===== src/rtl/mux_pipe_n_to_1.sv =====
// Registered N-to-1 selector with valid/ready on every channel and on the output.
// Grant comes from an explicit select or a round-robin pointer.
module mux_pipe_n_to_1 #(
    parameter int WIDTH = 5,
    parameter int N     = 4,
    parameter int SEL_W = 2
) (
    input  logic               Clk,
    input  logic               Rst,
    input  logic [N*WIDTH-1:0] in_data,
    input  logic [N-1:0]       in_valid,
    output logic [N-1:0]       in_ready,
    input  logic [SEL_W-1:0]   sel,
    input  logic               mode,
    output logic [WIDTH-1:0]   out_data,
    output logic [SEL_W-1:0]   out_sel,
    output logic               out_valid,
    input  logic               out_ready,
    output logic               sel_err
);

    // Handshake: a channel k transfers on a rising edge where in_valid[k] & in_ready[k];
    // the output entry is consumed on an edge where out_valid & out_ready, and while
    // out_valid & ~out_ready the output register holds out_data/out_sel/out_valid.

    logic [SEL_W-1:0] rr_ptr;
    logic             load_en;
    logic             sel_ok;
    logic             grant_any;
    logic [N-1:0]     grant_oh;
    logic [SEL_W-1:0] grant_idx;
    logic [WIDTH-1:0] grant_data;
    logic [SEL_W-1:0] rr_next;
    logic [SEL_W-1:0] hi_pick;
    logic [SEL_W-1:0] lo_pick;
    logic             hi_found;
    logic             lo_found;

    assign load_en = ~out_valid | out_ready;

    // Round-robin: the first valid channel at or above rr_ptr wins; otherwise wrap
    // around to the lowest valid channel below it.
    always_comb begin
        hi_pick  = '0;
        lo_pick  = '0;
        hi_found = 1'b0;
        lo_found = 1'b0;
        for (int k = N - 1; k >= 0; k--) begin
            if (in_valid[k]) begin
                lo_pick  = SEL_W'(k);
                lo_found = 1'b1;
                if (SEL_W'(k) >= rr_ptr) begin
                    hi_pick  = SEL_W'(k);
                    hi_found = 1'b1;
                end
            end
        end
    end

    always_comb begin
        sel_ok   = 1'b0;
        grant_oh = '0;
        for (int k = 0; k < N; k++) begin
            if (sel == SEL_W'(k)) begin
                sel_ok = 1'b1;
            end
        end
        if (!mode) begin
            for (int k = 0; k < N; k++) begin
                if (sel == SEL_W'(k) && in_valid[k]) begin
                    grant_oh[k] = 1'b1;
                end
            end
        end else begin
            for (int k = 0; k < N; k++) begin
                if (hi_found && hi_pick == SEL_W'(k)) begin
                    grant_oh[k] = 1'b1;
                end else if (!hi_found && lo_found && lo_pick == SEL_W'(k)) begin
                    grant_oh[k] = 1'b1;
                end
            end
        end
    end

    always_comb begin
        grant_idx  = '0;
        grant_data = '0;
        rr_next    = rr_ptr;
        for (int k = 0; k < N; k++) begin
            if (grant_oh[k]) begin
                grant_idx  = SEL_W'(k);
                grant_data = in_data[k*WIDTH +: WIDTH];
                rr_next    = (k == N - 1) ? '0 : SEL_W'(k + 1);
            end
        end
    end

    assign grant_any = |grant_oh;
    assign in_ready  = grant_oh & {N{load_en & ~Rst}};

    always_ff @(posedge Clk) begin
        if (Rst) begin
            out_data  <= '0;
            out_sel   <= '0;
            out_valid <= 1'b0;
            sel_err   <= 1'b0;
            rr_ptr    <= '0;
        end else begin
            sel_err <= ~mode & ~sel_ok & load_en;
            if (load_en) begin
                if (grant_any) begin
                    out_data  <= grant_data;
                    out_sel   <= grant_idx;
                    out_valid <= 1'b1;
                    if (mode) begin
                        rr_ptr <= rr_next;
                    end
                end else begin
                    out_valid <= 1'b0;
                end
            end
        end
    end

endmodule


===== config.mk =====
export PLATFORM = sky130hd
export DESIGN_NAME = mux_pipe_n_to_1
export DESIGN_NICKNAME = d
export VERILOG_FILES = /design/src/rtl/mux_pipe_n_to_1.sv
export SDC_FILE = /design/constraint.sdc
export NUM_CORES = 1
export LEC_CHECK = 0
export BUFFER_PORTS_ARGS = -buffer_cell sky130_fd_sc_hd__buf_2
export CAP_MARGIN = 20
export CORE_UTILIZATION = 35
export CTS_BUF_LIST = sky130_fd_sc_hd__clkbuf_16
export DETAILED_ROUTE_END_ITERATION = 12
export GPL_TIMING_DRIVEN = 0
export PLACE_DENSITY = 0.67
export SYNTH_ARGS = -nofsm -noshare
export SYNTH_HDL_FRONTEND = slang
export SYNTH_SLANG_ARGS = --single-unit

===== constraint.sdc =====
create_clock -name Clk -period 2.6 [get_ports Clk]
set_input_delay 0.52 -clock Clk [delete_from_list [all_inputs] [get_ports Clk]]
set_output_delay 0.52 -clock Clk [all_outputs]
set_load 0.01 [all_outputs]

; ---- Word-level counts from Yosys, hierarchy flattened
; Cells that the tools add are included.
[op_classes]
magnitude_cmp = 4
n_eq_ne = 9
n_mux = 53
bitwise_logic = 9
n_reduce_logical = 21
[ops]
columns = operator, count
row1 = two-way mux 2 bit, 18
row2 = two-way mux 1 bit, 30
row3 = two-way mux 5 bit, 4
row4 = logical AND 1 bit, 13
row5 = "equality test 2 bit, second input constant", 6
row6 = "equality test 2 x 1 -> 1 bit, second input constant", 3
row7 = zero test 2 bit, 3
row8 = AND 4 bit, 1
row9 = ">= comparator 1 x 2 -> 1 bit, first input constant", 2
row10 = ">= comparator 2 bit, first input constant", 2
row11 = two-way mux 4 bit, 1
row12 = inverter 1 bit, 4
row13 = AND reduction 4 bit, 1
row14 = nonzero test 4 bit, 1
row15 = OR reduction 4 bit, 1
row16 = AND 1 bit, 3
row17 = AND reduction 2 bit, 1
row18 = zero test 1 bit, 1
row19 = OR 1 bit, 1
[totals]
reg_bits = 11
input_bits = 30
out_inout_bits = 13
word_cells = 101

; ---- Depth between registers and ports, before layout
[depth]
ltp_word = 19
mapped_depth = 8
depth_no_buf = 6

; ---- Worst setup path before layout
; OpenSTA, ideal clock, no wires.
[synth_timing]
kind = input-to-reg
from = in mode
to = reg out_data[0]
setup_ns = 0.059
t_arrival_ns = 1.984
required_ns = 2.541
slack_ns = 0.557
stages = 7
n_path_buf = 1
path_cell_list = buf_2 -> nor3b_1 -> o21ai_1 -> o21ai_2 -> or4b_4 -> a21oi_4 -> a22o_1
[synth_via]
elab_chain_len = 5
elab_cells_between_ends = 7
cone_classes = mux (5) / reduce/logical (2)
[synth_lines]
columns = item, line
row1 = start: declaration, 14  ; input logic mode,
row2 = two-way mux 4 bit *, 68  ; if (!mode) begin
row3 = two-way mux 5 bit (4 in series), 90  ; if (grant_oh[k]) begin
row4 = end signal: assignment, 112  ; out_data <= grant_data;
row5 = end: declaration, 15  ; output logic [WIDTH-1:0] out_data,
; Every way passes the cells marked *; elsewhere a longest branch is shown, timed or not.
; A chain may end at the register's enable or synchronous reset.

; ---- Worst setup path in the final report
[layout_timing]
from = in in_valid[0]
to = out in_ready[2]
[layout_via]
elab_chain_len = 8
elab_cells_between_ends = 14
cone_classes = eq/ne (2) / mux (7) / bitwise (1) / reduce/logical (4)
[layout_lines]
columns = item, line
row1 = start: declaration, 11  ; input logic [N-1:0] in_valid,
row2 = two-way mux 1 bit, 49  ; if (in_valid[k]) begin
row3 = zero test 1 bit, 78  ; end else if (!hi_found && lo_found && lo_pick == SEL_W'(k)) begin
row4 = logical AND 1 bit (2 in series), 78
row5 = two-way mux 1 bit, 78
row6 = two-way mux 1 bit *, 76  ; if (hi_found && hi_pick == SEL_W'(k)) begin
row7 = two-way mux 4 bit *, 68
row8 = AND 4 bit *, 99  ; assign in_ready = grant_oh & {N{load_en & ~Rst}};
row9 = end: declaration, 12  ; output logic [N-1:0] in_ready,
; Marks and branches as above.

==> summary.txt <==
Status
  – Run status: finished clean

Global routing
  – Largest net degree at the start of global routing: 11
  – GRT Total Usage: 18.89%
  – Global-route wire length before repair: 3001 um
  – Vias in the first global route: 693
  – Initial antenna violation count: 0
  – Global route total overflow: 0

Placement
  – Routability cong.: 0.8251
  – Pre-CTS WS: 0.1870 ns
  – DP Wirelength: 1480 um
  – Inst Count DP: 163
  – I/O Buffers: 42
  – Placed Area: 962.2 um2

Worst setup path
  – Buffers and inverters on the worst path: 3
  – CP delay by family, top: buffers and inverters
  – CP Class: primary input to primary output
  – Critical R2R Launch: rr_ptr[0]$_SDFFE_PP0P_
  – CP peak stage delay: 0.37 ns
  – Flop-to-flop setup slack: 0.48 ns
  – Critical path startpoint: in_valid[0]
  – Startpoint class of the critical path: primary input
  – Slowest CP cell: clkbuf_1
  – Critical path peak fanout: 10
  – Crit. End Element: primary output
  – Worst endpoint required time: 2.08 ns
  – Critical path cell sequence: buf_2 -> nor2b_1 -> nor3_1 -> o311a_1 -> clkbuf_1 -> nor2b_1 -> buf_2
  – WP data arrival: 1.84 ns

CTS
  – TritonCTS buffer count: 3
  – Hold bufs inserted after CTS: 0
  – PostCTS Resize Cnt: 0
  – Htree depth: 1
  – Clock Path Buffers: 2
  – Worst skew pair latency: 0.23 ns
  – CTS tree: built
  – Post-CTS Setup Repair Bufs: 0
  – Clock-pin slew on the worst setup and hold paths: 0.04 ns
  – CTS sink count: 11
  – Root buf cell: clkbuf_16

Drt
  – Via-per-instance ratio: 5.228
  – Initial DRC count: 22
  – Final WL: 1957 um
  – First drt pass iteration count: 4
  – Routed length per instance: 11.72 um
  – Antenna Nets Post-Route: 0
  – Routed vias: 873
  – DRC: 0

Final layout
  – Ratio of cells with drive above 1 in the final layout: 36.43%
  – Post-route cell area: 1041 um2
  – Number of diodes: 0
  – Final net count: 171
  – # fillers: 194
  – Synth-to-Final Area Change: 44.95%
  – Layout Cells excl Fill: 167
  – Final Util: 53.61%

Synth
  – Most frequent cell after synthesis: dfxtp_1
  – Async SR Flop Fraction: 0%
  – Number of flops mapped to enable cells by yosys: 0
  – Net count after synthesis: 124
  – Prevailing post-synth register cell: dfxtp_1
  – Synth warn: 0
  – Syn Std Cell Area: 718.2 um2
  – Synth top area share: 30.66%
  – Synth cell types: 30
  – Syn Inst Count: 94
  – Seq/Total Area, Yosys: 30.66%
  – List of most frequent post-synthesis cells: 11 x dfxtp_1, 10 x nor2_1, 7 x a31oi_1, 7 x nand2_1, 6 x a22oi_1
  – Synth area leaders: dfxtp_1 31%, a22oi_1 6.3%, a22o_1 6.1%, a31oi_1 6.1%, nor2_1 5.2%
  – Mean Syn Cell Area: 7.640 um2
  – Synth area leader: dfxtp_1
  – Seq cells post-synth: 11

Timing
  – Hold WS: 0.4839 ns
  – Clk_skew: 0.002288 ns
  – Max-slew headroom: 62.23%
  – Worst setup margin: 0.2406 ns
  – Fin crit period: 2.359 ns
  – Count of final setup violators: 0
  – Worst Tran Pin Value: 0.5586 ns
  – Max-slew violations: 0
  – Hold Violations, Final: 0
  – Post-route setup TNS: 0 ns
  – Fmax: 423.8 MHz
  – RSZ-0062 raised after global routing: no
  – Crit share post-route: 90.75%

Power
  – Clock share of power: 41.8%
  – Switching part of the total: 27.13%
  – Reg power frac: 30.9%
  – Final Power: 0.6473 mW
  – Net Sw Power: 0.1756 mW
  – Power per cell area: 621.8 nW/um2
  – Internal power: 0.4717 mW
  – Gate power share: 27.3%
  – Static leakage: 0.4947 nW
  – Peak supply drop: 0.3659 mV

Floorplanning
  – Placeable Area: 1942 um2
  – Site row count: 16
  – Full die area: 2237 um2
  – Ports: 43
  – Initial core utilization: 36.98%
  – Die Y: 47.30 um
  – Die W: 47.30 um

Hold path
  – HP Start: out_data[3]$_SDFFE_PP0P_
  – Hold Crit Class: flop to flop

Flow run
  – Max cap viols: 0
-- area by class of cell --
| cell class | count | area [um2] | share of cell area (%) |
|---|---|---|---|
| buffer | 5 | 21.27 | 2.043 |
| clock buffer | 3 | 75.07 | 7.212 |
| inverter | 3 | 11.26 | 1.082 |
| sequential | 11 | 220.2 | 21.15 |
| timing repair buffer | 42 | 210.2 | 20.19 |
| tap | 27 | 33.78 | 3.245 |
| multi-input combinational | 75 | 465.4 | 44.71 |
| clock inverter | 1 | 3.754 | 0.3606 |
-- power groups by stage --
| stage | clock network, mW | registers [mW] | logic, mW |
|---|---|---|---|
| floorplan | 0 | 0.209 | 0.103 |
| global placement | 0 | 0.202 | 0.173 |
| detailed placement | 0 | 0.202 | 0.176 |
| CTS | 0.273 | 0.200 | 0.178 |
| global route | 0.285 | 0.203 | 0.199 |
| finish | 0.270 | 0.200 | 0.177 |
-- routing by layer --
metal	track usage, %	share of wire (%)	vias up
li1	-	-	449
met1	26.38	45	390
met2	29.32	48	32
met3	3.846	6.1	2
met4	5.143	0.36	0
met5	0	0	-
-- path summary, 6_finish.rpt --
check,end,cells after the start
worst min-delay path,out_data[3]$_SDFFE_PP0P_,1
worst min register to register,out_data[3]$_SDFFE_PP0P_,1
worst max register to register,out_data[3]$_SDFFE_PP0P_,6
worst max-delay path,in_ready[2],7
-- state kept, by name, indices dropped and copies added (netlist names) --
register / flops
rr_ptr: 2
out_valid: 1
out_sel: 2
sel_err: 1
out_data: 5
-- cell families (layout without fill, tap and decap cells) --
family | count (synthesis) | in the layout | synth area share [%]
simple gates | 37 | 37 | 27.18
other cells | 1 | 1 | 0.5221
compound gates | 37 | 37 | 37.11
buf+inv | 8 | 54 | 4.529
flops | 11 | 11 | 30.66
-- cells in the final DEF (no fill, tap or decap), drive strengths merged --
cell type and n:
o21ai 7, nand2b 4, nand3b 1, dfxtp 11, nor2b 5, nor3 5
or2 1, a21oi 5, o311a 2, o2bb2ai 1, a22oi 6, or4b 1
buf 44, nand2 7, nor4b 1, o211ai 1, nor4 1, conb 1
a21o 1, nor3b 1, a31oi 7, clkbuf 6, o22ai 1, nor2 10
inv 4, a22o 5, a311oi 1
Power figures use the tool's default switching activity.
